`src/rtl/multicycle_ctrl_hs.sv`:
```
// Multicycle control FSM for the 16-bit RISC datapath with memory ready
// handshakes, branch resolution in PC-update and a sticky timeout fault.
module multicycle_ctrl_hs #(
    parameter int WAIT_W     = 4,
    parameter int MAX_WAIT   = 15,
    parameter bit TIMEOUT_EN = 1'b1
) (
    input  logic       clk,
    input  logic       rst_n,
    input  logic [3:0] opcode,
    input  logic       m,
    input  logic       take_branch,
    input  logic       imem_ready,
    input  logic       dmem_ready,
    output logic       imem_read,
    output logic       ir_en,
    output logic       pc_en,
    output logic       mem_read,
    output logic       mem_write,
    output logic       reg_en,
    output logic       sign5,
    output logic       wr_byte,
    output logic       sign_w2b,
    output logic       opa_src,
    output logic       data_in_src,
    output logic [1:0] ra_sel,
    output logic [1:0] rb_sel,
    output logic [1:0] rw_sel,
    output logic [1:0] pc_src,
    output logic [1:0] busw_src,
    output logic [1:0] opb_src,
    output logic [4:0] func,
    output logic [2:0] r7,
    output logic       fault,
    output logic [2:0] state
);

    typedef enum logic [2:0] {
        S_START = 3'd0,
        S_PCU   = 3'd1,
        S_IF    = 3'd2,
        S_ID    = 3'd3,
        S_EX    = 3'd4,
        S_MEM   = 3'd5,
        S_WB    = 3'd6,
        S_FAULT = 3'd7
    } state_t;

    localparam logic [WAIT_W-1:0] MAX_CNT = WAIT_W'(MAX_WAIT);

    localparam logic [4:0] F_AND  = 5'b00000;
    localparam logic [4:0] F_ADD  = 5'b00010;
    localparam logic [4:0] F_SUB  = 5'b00100;
    localparam logic [4:0] F_ADDI = 5'b00110;
    localparam logic [4:0] F_ANDI = 5'b01000;
    localparam logic [4:0] F_LW   = 5'b01010;
    localparam logic [4:0] F_SW   = 5'b01110;
    localparam logic [4:0] F_JMP  = 5'b11000;
    localparam logic [4:0] F_CALL = 5'b11010;
    localparam logic [4:0] F_RET  = 5'b11100;
    localparam logic [4:0] F_SV   = 5'b11110;

    state_t            cur_state;
    state_t            next_state;
    logic [WAIT_W-1:0] wait_cnt;
    logic [4:0]        func_q;
    logic [4:0]        func_d;
    logic              dec_b;
    logic              waiting;
    logic              timed_out;

    logic f_imm;
    logic f_alu;
    logic f_lw;
    logic f_lb;
    logic f_load;
    logic f_sw;
    logic f_sv;
    logic f_store;
    logic f_branch;
    logic f_jmp;
    logic f_call;
    logic f_ret;

    // Only the LB pair and the branch group use m to pick the variant.
    always_comb begin
        dec_b = 1'b0;
        if ((opcode == 4'b0110) || (opcode[3:2] == 2'b10)) begin
            dec_b = m;
        end
        func_d = {opcode, dec_b};
    end

    always_ff @(posedge clk or negedge rst_n) begin
        if (!rst_n) begin
            func_q <= '0;
        end else if (cur_state == S_ID) begin
            func_q <= func_d;
        end
    end

    assign f_imm    = (func_q == F_ADDI) || (func_q == F_ANDI);
    assign f_alu    = f_imm || (func_q == F_AND) ||
                      (func_q == F_ADD) || (func_q == F_SUB);
    assign f_lw     = (func_q == F_LW);
    assign f_lb     = (func_q[4:1] == 4'b0110);
    assign f_load   = f_lw || f_lb;
    assign f_sw     = (func_q == F_SW);
    assign f_sv     = (func_q == F_SV);
    assign f_store  = f_sw || f_sv;
    assign f_branch = (func_q[4:3] == 2'b10);
    assign f_jmp    = (func_q == F_JMP);
    assign f_call   = (func_q == F_CALL);
    assign f_ret    = (func_q == F_RET);

    assign waiting   = ((cur_state == S_IF) && !imem_ready) ||
                       ((cur_state == S_MEM) && !dmem_ready);
    assign timed_out = TIMEOUT_EN && waiting && (wait_cnt == MAX_CNT);

    // Counter is zero whenever the FSM is outside a waiting state,
    // so every entry into IF or MEM starts from zero.
    always_ff @(posedge clk or negedge rst_n) begin
        if (!rst_n) begin
            wait_cnt <= '0;
        end else if (waiting) begin
            wait_cnt <= wait_cnt + WAIT_W'(1);
        end else begin
            wait_cnt <= '0;
        end
    end

    always_ff @(posedge clk or negedge rst_n) begin
        if (!rst_n) begin
            cur_state <= S_START;
        end else begin
            cur_state <= next_state;
        end
    end

    always_comb begin
        next_state = cur_state;
        unique case (cur_state)
            S_START: next_state = S_IF;
            S_IF: begin
                if (imem_ready) begin
                    next_state = S_ID;
                end else if (timed_out) begin
                    next_state = S_FAULT;
                end
            end
            S_ID: next_state = S_EX;
            S_EX: begin
                if (f_load || f_store) begin
                    next_state = S_MEM;
                end else if (f_alu || f_call) begin
                    next_state = S_WB;
                end else begin
                    next_state = S_PCU;
                end
            end
            S_MEM: begin
                if (dmem_ready) begin
                    next_state = f_load ? S_WB : S_PCU;
                end else if (timed_out) begin
                    next_state = S_FAULT;
                end
            end
            S_WB:    next_state = S_PCU;
            S_PCU:   next_state = S_IF;
            S_FAULT: next_state = S_FAULT;
            default: next_state = S_FAULT;
        endcase
    end

    always_comb begin
        imem_read = 1'b0;
        ir_en     = 1'b0;
        mem_read  = 1'b0;
        mem_write = 1'b0;
        reg_en    = 1'b0;
        pc_en     = 1'b0;
        pc_src    = 2'b00;
        fault     = 1'b0;
        unique case (cur_state)
            S_IF: begin
                imem_read = 1'b1;
                ir_en     = imem_ready;
            end
            S_MEM: begin
                mem_read  = f_load;
                mem_write = f_store;
            end
            S_WB: reg_en = 1'b1;
            S_PCU: begin
                pc_en = 1'b1;
                unique case (1'b1)
                    f_branch:       pc_src = {1'b0, take_branch};
                    f_jmp, f_call:  pc_src = 2'b10;
                    f_ret:          pc_src = 2'b11;
                    default:        pc_src = 2'b00;
                endcase
            end
            S_FAULT: fault = 1'b1;
            default: ;
        endcase
    end

    always_comb begin
        sign5       = 1'b0;
        wr_byte     = 1'b0;
        sign_w2b    = 1'b0;
        opa_src     = 1'b0;
        data_in_src = 1'b0;
        ra_sel      = 2'b00;
        rb_sel      = 2'b00;
        rw_sel      = 2'b00;
        busw_src    = 2'b00;
        opb_src     = 2'b00;
        unique case (1'b1)
            f_imm: begin
                sign5   = 1'b1;
                ra_sel  = 2'b01;
                rw_sel  = 2'b01;
                opb_src = 2'b01;
            end
            f_lw: begin
                sign5    = 1'b1;
                ra_sel   = 2'b01;
                rw_sel   = 2'b01;
                opb_src  = 2'b01;
                busw_src = 2'b01;
            end
            f_lb: begin
                sign5    = 1'b1;
                ra_sel   = 2'b01;
                rw_sel   = 2'b01;
                opb_src  = 2'b01;
                busw_src = 2'b10;
                sign_w2b = func_q[0];
            end
            f_sw: begin
                sign5   = 1'b1;
                ra_sel  = 2'b01;
                rb_sel  = 2'b01;
                opb_src = 2'b01;
            end
            f_branch: begin
                sign5  = 1'b1;
                ra_sel = 2'b01;
                rb_sel = 2'b01;
            end
            f_jmp: begin
                opa_src = 1'b1;
                opb_src = 2'b10;
            end
            f_call: begin
                opa_src  = 1'b1;
                opb_src  = 2'b10;
                rw_sel   = 2'b10;
                busw_src = 2'b11;
            end
            f_ret: rb_sel = 2'b10;
            f_sv: begin
                ra_sel      = 2'b10;
                data_in_src = 1'b1;
                wr_byte     = 1'b1;
            end
            default: ;
        endcase
    end

    assign func  = func_q;
    assign r7    = 3'b111;
    assign state = cur_state;

endmodule

```
`config.mk`:
```
export PLATFORM = sky130hd
export DESIGN_NAME = multicycle_ctrl_hs
export DESIGN_NICKNAME = d
export VERILOG_FILES = /design/src/rtl/multicycle_ctrl_hs.sv
export SDC_FILE = /design/constraint.sdc
export NUM_CORES = 1
export LEC_CHECK = 0
export BUFFER_PORTS_ARGS = -buffer_cell sky130_fd_sc_hd__buf_4
export CORE_UTILIZATION = 41
export DETAILED_ROUTE_END_ITERATION = 16
export HOLD_SLACK_MARGIN = 0.08
export PLACE_DENSITY = 0.74
export SYNTH_ARGS = -nofsm -noshare
export SYNTH_HDL_FRONTEND = slang
export SYNTH_SLANG_ARGS = --single-unit
```
`constraint.sdc`:
```
create_clock -name clk -period 1.7 [get_ports clk]
set_clock_uncertainty 0.1 [all_clocks]
set_input_delay 0 -clock clk [delete_from_list [all_inputs] [get_ports clk]]
set_output_delay 0 -clock clk [all_outputs]
set_load 0.005 [all_outputs]
```
==> results of run 1 <==
==> routing by layer <==
metal | up-vias | global-route usage | wire length, µm
li1 | 493 | - | -
met1 | 438 | 0.233 | 1040
met2 | 38 | 0.354 | 1110
met3 | 2 | 0.0463 | 138
met4 | 0 | 0.0619 | 27
met5 | - | 0 | 0
==> worst max-delay path by stage <==
| stage | start | to | slack (ns) | depth (start not counted) |
|---|---|---|---|---|
| 2_1_floorplan | func[2]$_DFFE_PN0P_ | state[0]$_DFF_PN0_ | 0.08 | 5 |
| 3_3_place_gp | func[2]$_DFFE_PN0P_ | state[0]$_DFF_PN0_ | 0.15 | 4 |
| 3_5_place_dp | func[2]$_DFFE_PN0P_ | state[0]$_DFF_PN0_ | 0.12 | 4 |
| 4_1_cts | func[2]$_DFFE_PN0P_ | busw_src[1] | 0.001 | 4 |
| 5_1_grt | func[2]$_DFFE_PN0P_ | busw_src[1] | -0.05 | 4 |
| 6_report | func[2]$_DFFE_PN0P_ | busw_src[1] | 0.02 | 4 |
==> Yosys cell counts, types with 2 or more instances <==
cell type and n:
sky130_fd_sc_hd__a211oi_1 2, sky130_fd_sc_hd__a21oi_1 6, sky130_fd_sc_hd__and2_1 2, sky130_fd_sc_hd__and3_1 3
sky130_fd_sc_hd__buf_2 2, sky130_fd_sc_hd__buf_4 6, sky130_fd_sc_hd__dfrtp_1 12, sky130_fd_sc_hd__inv_1 3
sky130_fd_sc_hd__mux2_2 5, sky130_fd_sc_hd__nand2_1 7, sky130_fd_sc_hd__nand2b_1 7, sky130_fd_sc_hd__nand3_1 5
sky130_fd_sc_hd__nand3b_1 3, sky130_fd_sc_hd__nor2_1 13, sky130_fd_sc_hd__nor2b_1 3, sky130_fd_sc_hd__nor3_1 3
sky130_fd_sc_hd__nor3b_1 4, sky130_fd_sc_hd__o21ai_0 7
==> critical path: stages, from the launching register on <==
cell                      delay, ns
sky130_fd_sc_hd__dfrtp_1       0.41
sky130_fd_sc_hd__or3b_4        0.41
sky130_fd_sc_hd__mux2_2        0.28
sky130_fd_sc_hd__nor2_1        0.10
sky130_fd_sc_hd__buf_4         0.12
==> cell families (layout without fill, tap and decap cells) <==
kind of cell,after synthesis,after routing,share of synthesized area
buffers and inverters,14,65,0.101
other,1,3,0.00397
adders and majority gates,1,1,0.0133
and+or+nand+nor,53,53,0.309
AOI/OAI and AO/OA,24,24,0.176
DFF,12,12,0.318
muxes,5,5,0.0597
xor gates and xnor gates,2,2,0.0186
==> sequential cells by signal, indices dropped and copies added (netlist names) <==
name      cells
func          5
state         3
wait_cnt      4
==> area by class of cell <==
type | count | area share
Inverter | 3 | 0.00794
Clock buffer | 4 | 0.0256
Multi-Input combinational cell | 88 | 0.406
Sequential cell | 12 | 0.213
Tap cell | 28 | 0.0247
Timing Repair Buffer | 58 | 0.323
==> cells in the final DEF, fill, tap and decap left out, types with 3 or more instances in the layout <==
cell type                       count
sky130_fd_sc_hd__buf_4             49
sky130_fd_sc_hd__nor2_1            13
sky130_fd_sc_hd__dfrtp_1           11
sky130_fd_sc_hd__dlygate4sd3_1      9
sky130_fd_sc_hd__nand2_1            7
sky130_fd_sc_hd__o21ai_0            7
sky130_fd_sc_hd__a21oi_1            6
sky130_fd_sc_hd__nand2b_1           6
sky130_fd_sc_hd__nand3_1            5
sky130_fd_sc_hd__mux2_2             5
sky130_fd_sc_hd__and3_1             3
sky130_fd_sc_hd__nand3b_1           3
sky130_fd_sc_hd__inv_1              3
sky130_fd_sc_hd__nor3_1             3
sky130_fd_sc_hd__conb_1             3
sky130_fd_sc_hd__clkbuf_4           3
==> per-stage QoR <==
stage	utilization	std cells
6_report	0.647	193
5_1_grt	0.647	193
4_1_cts	0.636	192
3_5_place_dp	0.576	179
3_3_place_gp	0.576	179
2_1_floorplan	-	114
==> power breakdown <==
part	internal (W)	switching, W	leakage, nW	total, W
logic	0.0000693	0.0000525	0.511	0.000122
clock network	0.000130	0.0000936	0.0210	0.000223
registers	0.000290	0.00000495	0.137	0.000295
total	0.000489	0.000151	0.668	0.000640
==> timing repair <==
item                                    4_1_cts  5_1_grt
hold buffers                                  9        0
endpoints found under the setup margin        1        6
pin swaps                                     0        1
buffers inserted                              0        1
gates resized for setup                       1        4
hold endpoints to repair                     24        0
==> results_tabular.tex, run 1 <==
\begin{tabular}{lr}
\hline
Metric & Value \\
\hline
\multicolumn{2}{l}{\textbf{Hold path}} \\
\quad Hold path cells & 5 \\
\quad Beginning of the worst hold path & take\_branch \\
\quad Hold Crit Class & in2out \\
\quad Worst hold path endpoint & pc\_src[0] \\
\multicolumn{2}{l}{\textbf{Floorplanning}} \\
\quad Standard cell core area & roughly 2200 µm² \\
\quad Number of ports placed on the die boundary & 45 \\
\quad Die height & 50.0 µm \\
\quad Die Footprint & 2500 µm² \\
\quad Die boundary width & roughly 50 µm \\
\quad Rows & 17 \\
\quad Starting density of the core & 0.431 \\
\multicolumn{2}{l}{\textbf{Run}} \\
\quad Count of maximum capacitance violations & 0 \\
\multicolumn{2}{l}{\textbf{Finish}} \\
\quad Footprint of the multi-input gates & between 500 and 600 µm² \\
\quad Antenna diode instance count & 0 \\
\quad Number of inserted filler cells in the final layout & 180 \\
\quad Area growth syn-to-layout & 50.3\% \\
\quad Final layout net count & $\sim$180 \\
\quad Cell area after layout & 1420 µm² \\
\quad Share of cells above drive strength 1 & 0.400 \\
\quad Flip-flop and latch area & about 300 µm² \\
\multicolumn{2}{l}{\textbf{Synth}} \\
\quad Register area share after synthesis & 0.318 \\
\quad Cell types occupying the most area after synthesis & sky130\_fd\_sc\_hd\_\_dfrtp\_1 32\%, sky130\_fd\_sc\_hd\_\_mux2\_2 6.0\%, sky130\_fd\_sc\_hd\_\_nor2\_1 5.2\% \\
\quad Synth Instances & between 100 and 150 \\
\quad Cell type contributing the most total cell area after synthesis & sky130\_fd\_sc\_hd\_\_dfrtp\_1 \\
\quad Summed instance area of the synthesized netlist & 943 µm² \\
\quad Ys Warns & 0 \\
\quad Number of synthesized register bits & 12 \\
\quad Number of synthesized flops with an enable pin & 0 \\
\quad FFs w/ async S/R, synth & 1.00 \\
\quad Syn Area/Cell & 8.42 µm² \\
\quad Main flop type after synthesis & sky130\_fd\_sc\_hd\_\_dfrtp\_1 \\
\quad Top cell type's share of synthesized area & 0.318 \\
\quad Distinct cells, synth & 37 \\
\multicolumn{2}{l}{\textbf{Power}} \\
\quad Total chip power & around 0.00064 W \\
\quad Leakage power figure & 0.668 nW \\
\quad Maximum ir drop on the vdd rail & 317 µV \\
\quad Power per cell area & $\sim$450 nW/µm² \\
\multicolumn{2}{l}{\textbf{CTS}} \\
\quad Depth of the CTS H-tree & 1 \\
\quad TritonCTS Sinks & 12 \\
\quad Number of buffers created by CTS & 3 \\
\quad CTS tree & done \\
\quad Clock Tree Root & sky130\_fd\_sc\_hd\_\_clkbuf\_4 \\
\quad Clk Latency, worst-skew pair & 0.27 ns \\
\quad Buffer levels on the longest clock path & 2 \\
\quad Clk slew on worst S/H paths & approximately 0.07 ns \\
\multicolumn{2}{l}{\textbf{Worst setup path}} \\
\quad Maximum fanout along the worst path & 4 \\
\quad CP Capture Type & output port \\
\quad Slack of the worst reg-to-reg path & 0.12 ns \\
\quad Critical register-to-register path startpoint & func[2]\$\_DFFE\_PN0P\_ \\
\quad Sort of element at the start of the critical path & flop \\
\quad Worst r2r path cells & 4 \\
\quad Signal arrival time at the worst endpoint & approximately 1.6 ns \\
\quad Reg2reg end & state[0]\$\_DFF\_PN0\_ \\
\quad Critical Path RT & $\sim$1.6 ns \\
\quad WS Path Type & reg2out \\
\multicolumn{2}{l}{\textbf{STA}} \\
\quad Final Hold Vio Count & 0 \\
\quad Fin Hold WS & 0.325 ns \\
\quad Setup repair after global routing missed its margin & true \\
\quad Setup tns final & 0 ns \\
\quad Smallest setup slack after layout & 0.0198 ns \\
\quad Min cycle time layout & 1.68 ns \\
\quad Final setup violating endpoints & 0 \\
\quad Fmax & 595 MHz \\
\quad Slew Viols, Final & 0 \\
\quad Post-route fraction of the period consumed by the critical path & 0.988 \\
\quad Transition time at the pin with the least slew margin & $\sim$0.53 ns \\
\quad Max\_slew headroom & 0.648 \\
\multicolumn{2}{l}{\textbf{Run status}} \\
\quad Status & finished clean \\
\multicolumn{2}{l}{\textbf{GRT}} \\
\quad Number of antenna violations at the first check in global routing & 0 \\
\quad Via count of the first global-routing pass & 889 \\
\quad Gr ovfl total & 0 \\
\quad Maximum number of pins on one net before global-route repair & 14 \\
\quad Wire length of the first global-routing pass & 3790 µm \\
\quad GRT Resource Usage Total & 0.199 \\
\multicolumn{2}{l}{\textbf{Drt}} \\
\quad Drt wl/cell & 12.0 µm \\
\quad Antenna Violating Nets Remaining & 0 \\
\quad Number of detailed-route iterations in the first pass & 4 \\
\quad Number of DRC violations after detailed-routing iteration 0 & 23 \\
\quad Remaining DRCs & 0 \\
\quad Post-Route WL & approximately 2300 µm \\
\quad Via count & 971 \\
\quad Routed vias/inst & 5.03 \\
\multicolumn{2}{l}{\textbf{Placed design}} \\
\quad Final HPWL from detailed placement & 1730 µm \\
\quad Port Buffer Count & between 40 and 50 \\
\quad Dpl cell area & approximately 1300 µm² \\
\quad DP Worst Slack & approximately 0.12 ns \\
\quad Routability congestion estimate & 0.836 \\
\hline
\end{tabular}
(Power assumes the default switching activity.)
==> inputs of run 2 (changes only) <==
--- a/config.mk
+++ b/config.mk
@@ -6,10 +6,11 @@
 export NUM_CORES = 1
 export LEC_CHECK = 0
 export BUFFER_PORTS_ARGS = -buffer_cell sky130_fd_sc_hd__buf_4
-export CORE_UTILIZATION = 41
+export CORE_UTILIZATION = 43
+export CTS_BUF_LIST = sky130_fd_sc_hd__clkbuf_2
 export DETAILED_ROUTE_END_ITERATION = 16
 export HOLD_SLACK_MARGIN = 0.08
-export PLACE_DENSITY = 0.74
+export PLACE_DENSITY = 0.77
 export SYNTH_ARGS = -nofsm -noshare
 export SYNTH_HDL_FRONTEND = slang
 export SYNTH_SLANG_ARGS = --single-unit
==> results_tabular.tex, run 2 (synthesis gave the netlist of run 1 again) <==
\begin{tabular}{lr}
\hline
Metric & Value \\
\hline
\multicolumn{2}{l}{\textbf{Finish}} \\
\quad Utilization after layout & 0.709 (+0.0615) \\
\quad Number of flip-flops under the largest register name & 5 (unchanged) \\
\quad Area growth syn-to-layout & 51.9\% \\
\quad Antenna diode instance count & 0 (unchanged) \\
\quad Final layout net count & 178 (+0.56\%) \\
\quad Commonest cells after routing, fill and taps aside & 48 x sky130\_fd\_sc\_hd\_\_buf\_4, 12 x sky130\_fd\_sc\_hd\_\_nor2\_1, 12 x sky130\_fd\_sc\_hd\_\_dfrtp\_1 \\
\quad Share of cells above drive strength 1 & 0.410 (+0.00964) \\
\quad Most frequent standard cell in the layout excluding fill and tap cells & sky130\_fd\_sc\_hd\_\_buf\_4 \\
\quad Number of inserted filler cells in the final layout & 151 (-16\%) \\
\quad Number of standard cells in the layout, taps in and fillers out & 193 (unchanged) \\
\multicolumn{2}{l}{\textbf{Drt}} \\
\quad Routed vias/inst & 5.20 (+3.3\%) \\
\quad Post-Route WL & 2450 µm (+6.0\%) \\
\quad Number of DRC violations after detailed-routing iteration 0 & 21 (-8.7\%) \\
\quad Via count & 1003 (+3.3\%) \\
\quad Remaining DRCs & 0 (unchanged) \\
\quad Antenna Violating Nets Remaining & 0 (unchanged) \\
\quad Drt wl/cell & 12.7 µm (+6.0\%) \\
\quad Number of detailed-route iterations in the first pass & 4 (unchanged) \\
\multicolumn{2}{l}{\textbf{Worst setup path}} \\
\quad Worst r2r path cells & 5 (+1) \\
\quad Sort of element at the start of the critical path & flop \\
\quad Signal arrival time at the worst endpoint & 1.57 ns (about the same) \\
\quad WS Path Type & reg2out \\
\quad Maximum fanout along the worst path & 4 (unchanged) \\
\quad Critical Path RT & 1.60 ns (about the same) \\
\quad CP Capture Type & output port \\
\multicolumn{2}{l}{\textbf{Placed design}} \\
\quad Final HPWL from detailed placement & 1700 µm (-1.9\%) \\
\quad Routability congestion estimate & 0.789 (-5.6\%) \\
\quad Port Buffer Count & 41 (unchanged) \\
\quad DP Worst Slack & 0.147 ns (+0.0303 ns) \\
\quad Instance count after placement with tap cells included & 179 (unchanged) \\
\multicolumn{2}{l}{\textbf{Power}} \\
\quad Fraction of power consumed by sequential logic & 0.506 (+0.045) \\
\quad Internal power consumption & 0.000413 W (-16\%) \\
\quad Maximum ir drop on the vdd rail & 337 µV (+6.5\%) \\
\quad Power per cell area & 407 nW/µm² (-10\%) \\
\quad Net load switching power & 0.000170 W (+12\%) \\
\quad Clock share of power & 0.272 (-0.077) \\
\quad Leakage power figure & 0.674 nW (+0.89\%) \\
\quad Total chip power & 0.000583 W (-9.0\%) \\
\quad Fraction of power consumed by combinational cells & 0.223 (+0.033) \\
\quad Switch share & 0.291 (+0.0552) \\
\multicolumn{2}{l}{\textbf{STA}} \\
\quad Transition time at the pin with the least slew margin & 0.569 ns (+0.0432 ns) \\
\quad Fmax & 597 MHz (+0.39\%) \\
\quad Slew Viols, Final & 0 (unchanged) \\
\quad Final Hold Vio Count & 0 (unchanged) \\
\quad Setup tns final & 0 ns (unchanged) \\
\quad Min cycle time layout & 1.67 ns (-0.00649 ns) \\
\quad Setup repair after global routing missed its margin & true \\
\quad Max\_slew headroom & 0.619 (-0.0289) \\
\quad Smallest setup slack after layout & 0.0262 ns (+0.00649 ns) \\
\quad Post-route fraction of the period consumed by the critical path & 0.985 (-0.00382) \\
\quad Final setup violating endpoints & 0 (unchanged) \\
\multicolumn{2}{l}{\textbf{Run}} \\
\quad Count of maximum capacitance violations & 0 (unchanged) \\
\multicolumn{2}{l}{\textbf{Floorplanning}} \\
\quad Starting density of the core & 0.467 (+0.0360) \\
\quad Die boundary width & 48.8 µm (-2.3\%) \\
\quad Die Footprint & 2390 µm² (-4.5\%) \\
\quad Standard cell core area & 2020 µm² (-7.7\%) \\
\quad Rows & 16 (-1) \\
\quad Number of ports placed on the die boundary & 45 (unchanged) \\
\quad Die height & 48.8 µm (-2.3\%) \\
\multicolumn{2}{l}{\textbf{GRT}} \\
\quad Gr ovfl total & 0 (unchanged) \\
\quad GRT Resource Usage Total & 0.224 (+0.0249) \\
\quad Maximum number of pins on one net before global-route repair & 14 (unchanged) \\
\quad Via count of the first global-routing pass & 906 (+1.9\%) \\
\quad Number of antenna violations at the first check in global routing & 0 (unchanged) \\
\quad Wire length of the first global-routing pass & 4090 µm (+8.0\%) \\
\multicolumn{2}{l}{\textbf{CTS}} \\
\quad CTS tree & done \\
\quad Clk slew on worst S/H paths & 0.14 ns (+0.07 ns) \\
\quad Clk Latency, worst-skew pair & 0.30 ns (+0.03 ns) \\
\quad Buffer levels on the longest clock path & 2 (unchanged) \\
\quad TritonCTS Sinks & 12 (unchanged) \\
\quad Number of buffers created by CTS & 3 (unchanged) \\
\quad Depth of the CTS H-tree & 1 (unchanged) \\
\quad Clock Tree Root & sky130\_fd\_sc\_hd\_\_clkbuf\_2 \\
\multicolumn{2}{l}{\textbf{Run status}} \\
\quad Status & finished clean \\
\multicolumn{2}{l}{\textbf{Hold path}} \\
\quad Hold Crit Class & in2out \\
\quad Hold path cells & 5 (unchanged) \\
\hline
\end{tabular}
## run 2: stage by stage
| step | hold WS (ns) | area (µm²) |
|---|---|---|
| after floorplan | -0.396 | 951 |
| after global placement | -0.254 | 1270 |
| after detailed placement | -0.251 | 1270 |
| after CTS | 0.321 | 1400 |
| after global routing | 0.369 | 1430 |
| final | 0.319 | 1430 |
## run 2: power groups by stage
stage                     clock network (W)   logic, W  registers, W
after floorplan                           0  0.0000537      0.000300
after global placement                    0   0.000102      0.000300
after detailed placement                  0   0.000103      0.000300
after CTS                          0.000159   0.000121      0.000295
after global routing               0.000169   0.000142      0.000296
final                              0.000158   0.000130      0.000295
## run 2: layout make-up
type,count,area (µm²),area share
multi-input combinational,88,596,0.416
timing repair buffer,59,473,0.330
sequential,12,300,0.210
tap,27,33.8,0.0236
clock buffer,3,15.0,0.0105
inverter,3,11.3,0.00786
clock inverter,1,3.75,0.00262
## run 2: routing by layer
layer / routed length, µm / up-vias / GRT usage
li1: - / 494 / -
met1: 1060 / 466 / 0.282
met2: 1230 / 38 / 0.382
met3: 123 / 5 / 0.0343
met4: 37 / 0 / 0.0882
met5: 0 / - / 0
## run 2: path summary, 6_finish.rpt
kind                                  startpoint                    end  slack, ns
min in group asynchronous                  rst_n    func[1]$_DFFE_PN0P_       0.65
hold reg to reg            wait_cnt[0]$_DFF_PN0_  wait_cnt[0]$_DFF_PN0_       0.36
hold / removal                       take_branch              pc_src[0]       0.32
setup reg to reg             func[2]$_DFFE_PN0P_     state[0]$_DFF_PN0_       0.06
setup / recovery             func[2]$_DFFE_PN0P_            busw_src[1]       0.03
max in group asynchronous                  rst_n    func[3]$_DFFE_PN0P_       0.45
## run 2: timing repair
action | 4_1_cts | 5_1_grt
hold endpoints to repair | 24 | 0
setup endpoints to repair | 2 | 7
setup buffers | 1 | 0
gates resized for setup | 3 | 8
pin swaps | 3 | 3
hold buffers | 9 | 0
## run 2: worst max-delay path, cell delays in order, from the launching register on
cell	delay (ns)
sky130_fd_sc_hd__dfrtp_1	0.42
sky130_fd_sc_hd__or3b_4	0.40
sky130_fd_sc_hd__mux2_4	0.28
sky130_fd_sc_hd__nor2_4	0.09
sky130_fd_sc_hd__buf_6	0.09
